[config.mk]
export PLATFORM = sky130hd
export DESIGN_NAME = freq_divider_param
export DESIGN_NICKNAME = d
export VERILOG_FILES = /design/src/rtl/freq_divider_param.sv
export SDC_FILE = /design/constraint.sdc
export NUM_CORES = 1
export LEC_CHECK = 0
export BUFFER_PORTS_ARGS = -buffer_cell sky130_fd_sc_hd__buf_2
export CAP_MARGIN = 15
export CORE_MARGIN = 4
export CORE_UTILIZATION = 45
export CTS_CLUSTER_SIZE = 30
export DETAILED_ROUTE_END_ITERATION = 12
export PLACE_DENSITY = 0.66
export SETUP_SLACK_MARGIN = 0.4
export SYNTH_ARGS = -nofsm -noshare
export SYNTH_HDL_FRONTEND = slang
export SYNTH_SLANG_ARGS = --single-unit
[constraint.sdc]
create_clock -name clk -period 3.6 [get_ports clk]
set_clock_uncertainty 0.15 [all_clocks]
set_input_delay 0.36 -clock clk [delete_from_list [all_inputs] [get_ports clk]]
set_output_delay 0.36 -clock clk [all_outputs]
set_load 0.005 [all_outputs]
[src/rtl/freq_divider_param.sv]
// freq_divider_param: programmable clock divider with glitch-free divisor reload at period boundaries.
module freq_divider_param #(
  parameter int W = 8,
  parameter int RESET_DIV = 4
) (
  input  logic         clk,
  input  logic         reset,
  input  logic         en,
  input  logic [W-1:0] ndiv,
  input  logic         load,
  output logic         div_out,
  output logic         div_pulse,
  output logic         load_ack,
  output logic [W-1:0] phase
);
  logic [W-1:0] cnt, n, pending, cnt_nx, n_nx, pending_nx, n_new;
  logic [W:0]   h;
  logic         started, pend, pend_nx, boundary, wrap, out_nx, pulse_nx, ack_nx;
  assign phase = cnt;
  always_comb begin
    boundary   = !started || n == '0 || cnt == n - 1'b1;
    wrap       = en && boundary;
    n_new      = load ? ndiv : pend ? pending : n;
    n_nx       = wrap ? n_new : n;
    cnt_nx     = en ? (boundary ? '0 : cnt + 1'b1) : cnt;
    // H is formed one bit wider so N = 2^W-1 rounds up without wrapping
    h          = ({1'b0, n_nx} + 1'b1) >> 1;
    out_nx     = en ? (n_nx != '0 && {1'b0, cnt_nx} < h) : div_out;
    pulse_nx   = en && n_nx != '0 && cnt_nx == '0;
    ack_nx     = wrap && (load || pend);
    pend_nx    = wrap ? 1'b0 : (load || pend);
    pending_nx = (load && !wrap) ? ndiv : pending;
  end
  always_ff @(posedge clk or posedge reset) begin
    if (reset) begin
      cnt       <= '0;
      n         <= RESET_DIV[W-1:0];
      pending   <= '0;
      pend      <= 1'b0;
      started   <= 1'b0;
      div_out   <= 1'b0;
      div_pulse <= 1'b0;
      load_ack  <= 1'b0;
    end else begin
      cnt       <= cnt_nx;
      n         <= n_nx;
      pending   <= pending_nx;
      pend      <= pend_nx;
      started   <= started || en;
      div_out   <= out_nx;
      div_pulse <= pulse_nx;
      load_ack  <= ack_nx;
    end
  end
endmodule

# [After elaboration in Yosys (flattened, before gate mapping)]
# Cells that the tools add are included.
[totals] out_inout_bits=11 register_bits=29
[classes] mux=6 eq_ne=1 n_addsub=3 n_reduce_logical=15 magnitude_cmp=1
[ops] operator="two-way mux 8 bit" count=5
[ops] operator="zero test 8 bit" count=2
[ops] operator="adder 8 x 1 -> 9 bit (second input constant)" count=1
[ops] operator="adder 8 x 1 -> 8 bit (second input constant)" count=1
[ops] operator="== test 8 bit" count=1
[ops] operator="less-than comparator 8 bit" count=1
[ops] operator="nonzero test 8 bit" count=1
[ops] operator="subtractor 8 x 1 -> 8 bit (second input constant)" count=1
[ops] operator="logical AND 1 bit" count=6
[ops] operator="logical OR 1 bit" count=4
[ops] operator="zero test 1 bit" count=2
[ops] operator="two-way mux 1 bit" count=1

# [Longest topological paths before layout]
[depth] ltp_word=8 mapped_depth=18 depth_no_buf=18

# [Worst setup path before layout]
# OpenSTA, ideal clock, no wires.
[synth_timing] path_kind="reg2reg" from="register n[0]" to="register div_out" synth_period_minus_slack_ps=3873 arrival_ps=3657 path_buffers=0 stages_incl_launch_ff=19 slack_ps=-273 cell_sequence="dfrtp_1 inv_1 ha_1 nor3b_1 o211ai_1 nor3_4 o211a_4 o21ai_2 a22oi_1 inv_1 ha_1 nand3_1 nor2_1 xnor2_1 ha_1 a211oi_1 a221oi_1 a221oi_1 a22o_1"
[synth_via] elab_chain_cells=8
[synth_lines] element="start: declaration" line_no="16" source="logic [W-1:0] cnt, n, pending, cnt_nx, n_nx, pending_nx, n_new;"
[synth_lines] element="start signal: assignment" line_no="37" source="n <= RESET_DIV[W-1:0];"
[synth_lines] element="start signal: assignment" line_no="46" source="n <= n_nx;"
[synth_lines] element="subtractor 8 x 1 -> 8 bit / zero test 8 bit (equally long branches)" line_no="21" source="boundary = !started || n == '0 || cnt == n - 1'b1;"
[synth_lines] element="== test 8 bit / logical OR 1 bit (equally long branches)" line_no="21"
[synth_lines] element="logical OR 1 bit" line_no="21"
[synth_lines] element="logical AND 1 bit" line_no="22" source="wrap = en && boundary;"
[synth_lines] element="two-way mux 8 bit *" line_no="24" source="n_nx = wrap ? n_new : n;"
[synth_lines] element="net n_nx[0]" line_no="16"
[synth_lines] element="adder 8 x 1 -> 9 bit" line_no="27" source="h = ({1'b0, n_nx} + 1'b1) >> 1;"
[synth_lines] element="less-than comparator 8 bit" line_no="28" source="out_nx = en ? (n_nx != '0 && {1'b0, cnt_nx} < h) : div_out;"
[synth_lines] element="logical AND 1 bit *" line_no="28"
[synth_lines] element="end signal: assignment" line_no="50" source="div_out <= out_nx;"
[synth_lines] element="end: declaration" line_no="11" source="output logic div_out,"
# The timed path passes the listed nets; every way through them passes the cells marked *.
# A chain may end at the register's enable or synchronous reset.

# [Worst setup path after layout]
[layout_timing] from="register n[0]" to="register div_out"
[layout_via] elab_chain_cells=8
[layout_lines] element="subtractor 8 x 1 -> 8 bit / zero test 8 bit (equally long branches)" line_no="21"
[layout_lines] element="== test 8 bit / logical OR 1 bit (equally long branches)" line_no="21"
[layout_lines] element="logical OR 1 bit *" line_no="21"
[layout_lines] element="logical AND 1 bit *" line_no="22"
[layout_lines] element="two-way mux 8 bit *" line_no="24"
[layout_lines] element="net n_nx[1]" line_no="16"
[layout_lines] element="adder 8 x 1 -> 9 bit" line_no="27"
[layout_lines] element="less-than comparator 8 bit" line_no="28"
[layout_lines] element="logical AND 1 bit *" line_no="28"
# Marked as above.

==> results.json <==
{
  "async_flop_share": 1.000,
  "p_comb_frac": 0.663,
  "track_usage": 0.2043,
  "clk_latency_ps": 290,
  "rsz0062_at_grt": "true",
  "finalCritPeriodShare": 1.016,
  "fin_crit_ps": 3658,
  "worstPathRequired_ps": 3660,
  "finalPower_mw": 2.655,
  "die_h_um": 76.75,
  "fin_nets": 315,
  "relSlewSlack": 0.6813,
  "clk_pin_slew_ps": 70,
  "antenna_left": 0,
  "finalMaxSlewViolations": 0,
  "clkPwrFrac": 0.114,
  "drive_gt1_frac": 0.4300,
  "numClockSinks": 29,
  "setup_violations": 1,
  "num-fill-cells": 378,
  "drv_cap": 0,
  "vdd_drop_max_v": 0.0004173,
  "p_sw_frac": 0.4455,
  "r2r_cells": 18,
  "hold_start": "ndiv[4]",
  "cts_buffers": 5,
  "status": "finished with violations",
  "power_density_mw_per_mm2": 923.7,
  "die_w_um": 76.75,
  "area.growth.synth_to_final_pct": 35.12,
  "endpoint_kind": "register",
  "drc": 0,
  "hold_depth": 2,
  "p_int_mw": 1.472,
  "yosys-top-cells-area": "dfrtp_1, ha_1, xnor2_1",
  "place_congestion": 0.9542,
  "dp_hpwl_um": 4552,
  "antenna_found_initial": 0,
  "synth_top_area_cell": "dfrtp_1",
  "crit_path_max_fanout": 4,
  "arrival_ps": 3720,
  "instances_no_fill": 345,
  "first_pass_iters": 4,
  "antenna_cells": 0,
  "worstReg2RegStart": "n[0]$_DFF_PP0_",
  "drt-total-wl_um": 5922,
  "power.switching_mw": 1.183,
  "synth_edf_count": 0,
  "grt_pass1_vias": 1894,
  "grt_pass1_wl_um": 9473,
  "grt_max_degree": 30,
  "hold_violations": 0,
  "p_leak_nw": 1.286,
  "failed_checks": "negative setup slack",
  "dieArea_mm2": 0.005891,
  "hold_path_class": "in2reg",
  "synth_cells": 222,
  "clk_path_buf_depth": 2,
  "seqPwrFrac": 0.222,
  "ios": 23,
  "numPortBuffers": 22,
  "critPathLaunch": "n[0]$_DFF_PP0_",
  "num_vias": 1971,
  "syn_area_mm2": 0.002127,
  "overflow": 0,
  "fin_ws_ps": -58.38,
  "synth_warnings": 0,
  "synth_top_flop_cell": "dfrtp_1",
  "viasPerCell": 5.713,
  "avgSynthCellArea_um2": 9.581,
  "htreeDepth": 2,
  "criticalPathCategory": "reg2reg",
  "synth_nets": 245,
  "cts_tree": "built",
  "initial_core_util": 0.4754,
  "synth_top_cell_area_share": 0.3294,
  "core_mm2": 0.004474,
  "root_buffer": "clkbuf_8",
  "max_freq_mhz": 273.3,
  "worst_pin_slew_ps": 474.0,
  "ys_seq_elements": 29,
  "dp_cells": 327,
  "wire_per_inst_um": 17.17,
  "dr.first_iter.drc_count": 202,
  "synth.distinct_cells": 59,
  "critPathLaunchType": "register",
  "synth_seq_area_share": 0.3418,
  "rows": 24
}
[power by group through the flow]
stage	Combinational, mW	Sequential (mW)	Clock (mW)
floorplan	1.10	0.586	0
global placement	1.59	0.594	0
detailed placement	1.61	0.596	0
CTS	1.65	0.584	0.309
global route	1.91	0.603	0.326
finish	1.76	0.591	0.303
[sequential cells by signal (all words and copies together) (netlist names)]
name,flops
load_ack,1
n,8
div_pulse,1
pending,8
div_out,1
pend,1
phase,8
started,1
[cell type report]
class / count / area, um2 / share of cell area
repair buffers: 67 / 470.5 / 0.1637
flip-flops and latches: 29 / 730.7 / 0.2542
clock buffers: 7 / 96.34 / 0.03352
inverters: 18 / 67.56 / 0.02351
clock inverters: 1 / 5.005 / 0.001741
multi-input cells: 171 / 1439 / 0.5007
well taps: 52 / 65.06 / 0.02264
[cells by family (layout without fill, tap and decap cells)]
group,Yosys count,count (layout),share of synthesized area
and+or+nand+nor,75,75,0.2000
AOI/OAI and AO/OA,58,58,0.2300
DFF,29,29,0.3418
buffers and inverters,22,93,0.04294
xor gates and xnor gates,19,19,0.07824
adders and majority gates,11,11,0.06470
muxes,8,8,0.04235
[synth_stat cells, drive strengths merged, types with 2 or more instances]
cell,number
dfrtp,28
nor2,20
inv,17
nand2,17
xnor2,15
ha,11
mux2,8
nand3,8
o21ai,8
a21oi,7
nor3,7
a22o,6
a22oi,5
nand4,5
o211ai,5
o31ai,4
xor2,4
a21o,3
a31oi,3
and3,3
nor3b,3
nor4,3
o22ai,3
o2bb2ai,3
a211oi,2
a221oi,2
buf,2
clkbuf,2
nand2b,2
nand3b,2
nor2b,2
[worst max-delay path: stages, from the launching register on]
cell and delay, ps:
dfrtp_2 450, inv_2 100, ha_4 210, xor2_1 160, o211ai_1 150, nor3_4 210
o211a_4 230, o21ai_4 70, a22oi_2 240, inv_2 80, ha_4 170, nand3_4 70
nor2_4 40, xnor2_2 140, ha_1 310, a211oi_2 260, nand3_1 120, a221oi_2 260
a22o_1 160
[layer usage]
metal / global-route usage / vias to the layer above / wire, um / part of all wire
met5: 0 / - / 0 / 0
met4: 0.06159 / 0 / 123 / 0.021
met3: 0.03747 / 9 / 291 / 0.049
met2: 0.3232 / 56 / 2761 / 0.47
met1: 0.2825 / 945 / 2744 / 0.46
li1: - / 961 / - / -
[layout by cell type (no fill, tap or decap), drive strengths merged, types with 3 or more instances in the layout]
cell type / instances
clkbuf: 7
o2bb2ai: 3
o211ai: 5
nor3: 7
a22o: 6
xor2: 4
a31oi: 3
nand4: 5
buf: 66
inv: 17
nor4: 3
o22ai: 3
mux2: 8
and3: 3
o21ai: 8
o31ai: 4
a21oi: 7
nor2: 20
a22oi: 5
ha: 11
xnor2: 15
nand2: 17
nand3: 8
nor3b: 3
a21o: 3
dfrtp: 28
[repair_timing]
item / 4_1_cts / 5_1_grt
setup buffers: 3 / 5
resized for setup: 1 / 11
hold buffers: 0 / 1
pin swaps: 1 / 18
hold endpoints to repair: 0 / 6
endpoints found under the setup margin: 1 / 1
[metrics by stage]
step	util	cell area, um2	worst slack (ps)	TNS, ps	hold slack [ps]
after floorplan	-	2203	131.0	0	287.3
after global placement	0.5850	2618	-26.65	-26.65	338.6
after detailed placement	0.5850	2618	-106.5	-106.5	344.9
after CTS	0.6130	2743	-95.97	-95.97	171.6
after global routing	0.6423	2874	-239.8	-239.8	172.7
final	0.6423	2874	-58.38	-58.38	171.8
[final timing paths]
check,to,slack (ps)
max,div_out$_DFFE_PP0P_,-60
min,pending[4]$_DFFE_PP0P_,170
max reg2reg,div_out$_DFFE_PP0P_,-60
min reg2reg,pending[6]$_DFFE_PP0P_,360
max in group asynchronous,n[2]$_DFF_PP1_,2360
min in group asynchronous,n[0]$_DFF_PP0_,420
Note: power is estimated with default switching activity, not from simulation.
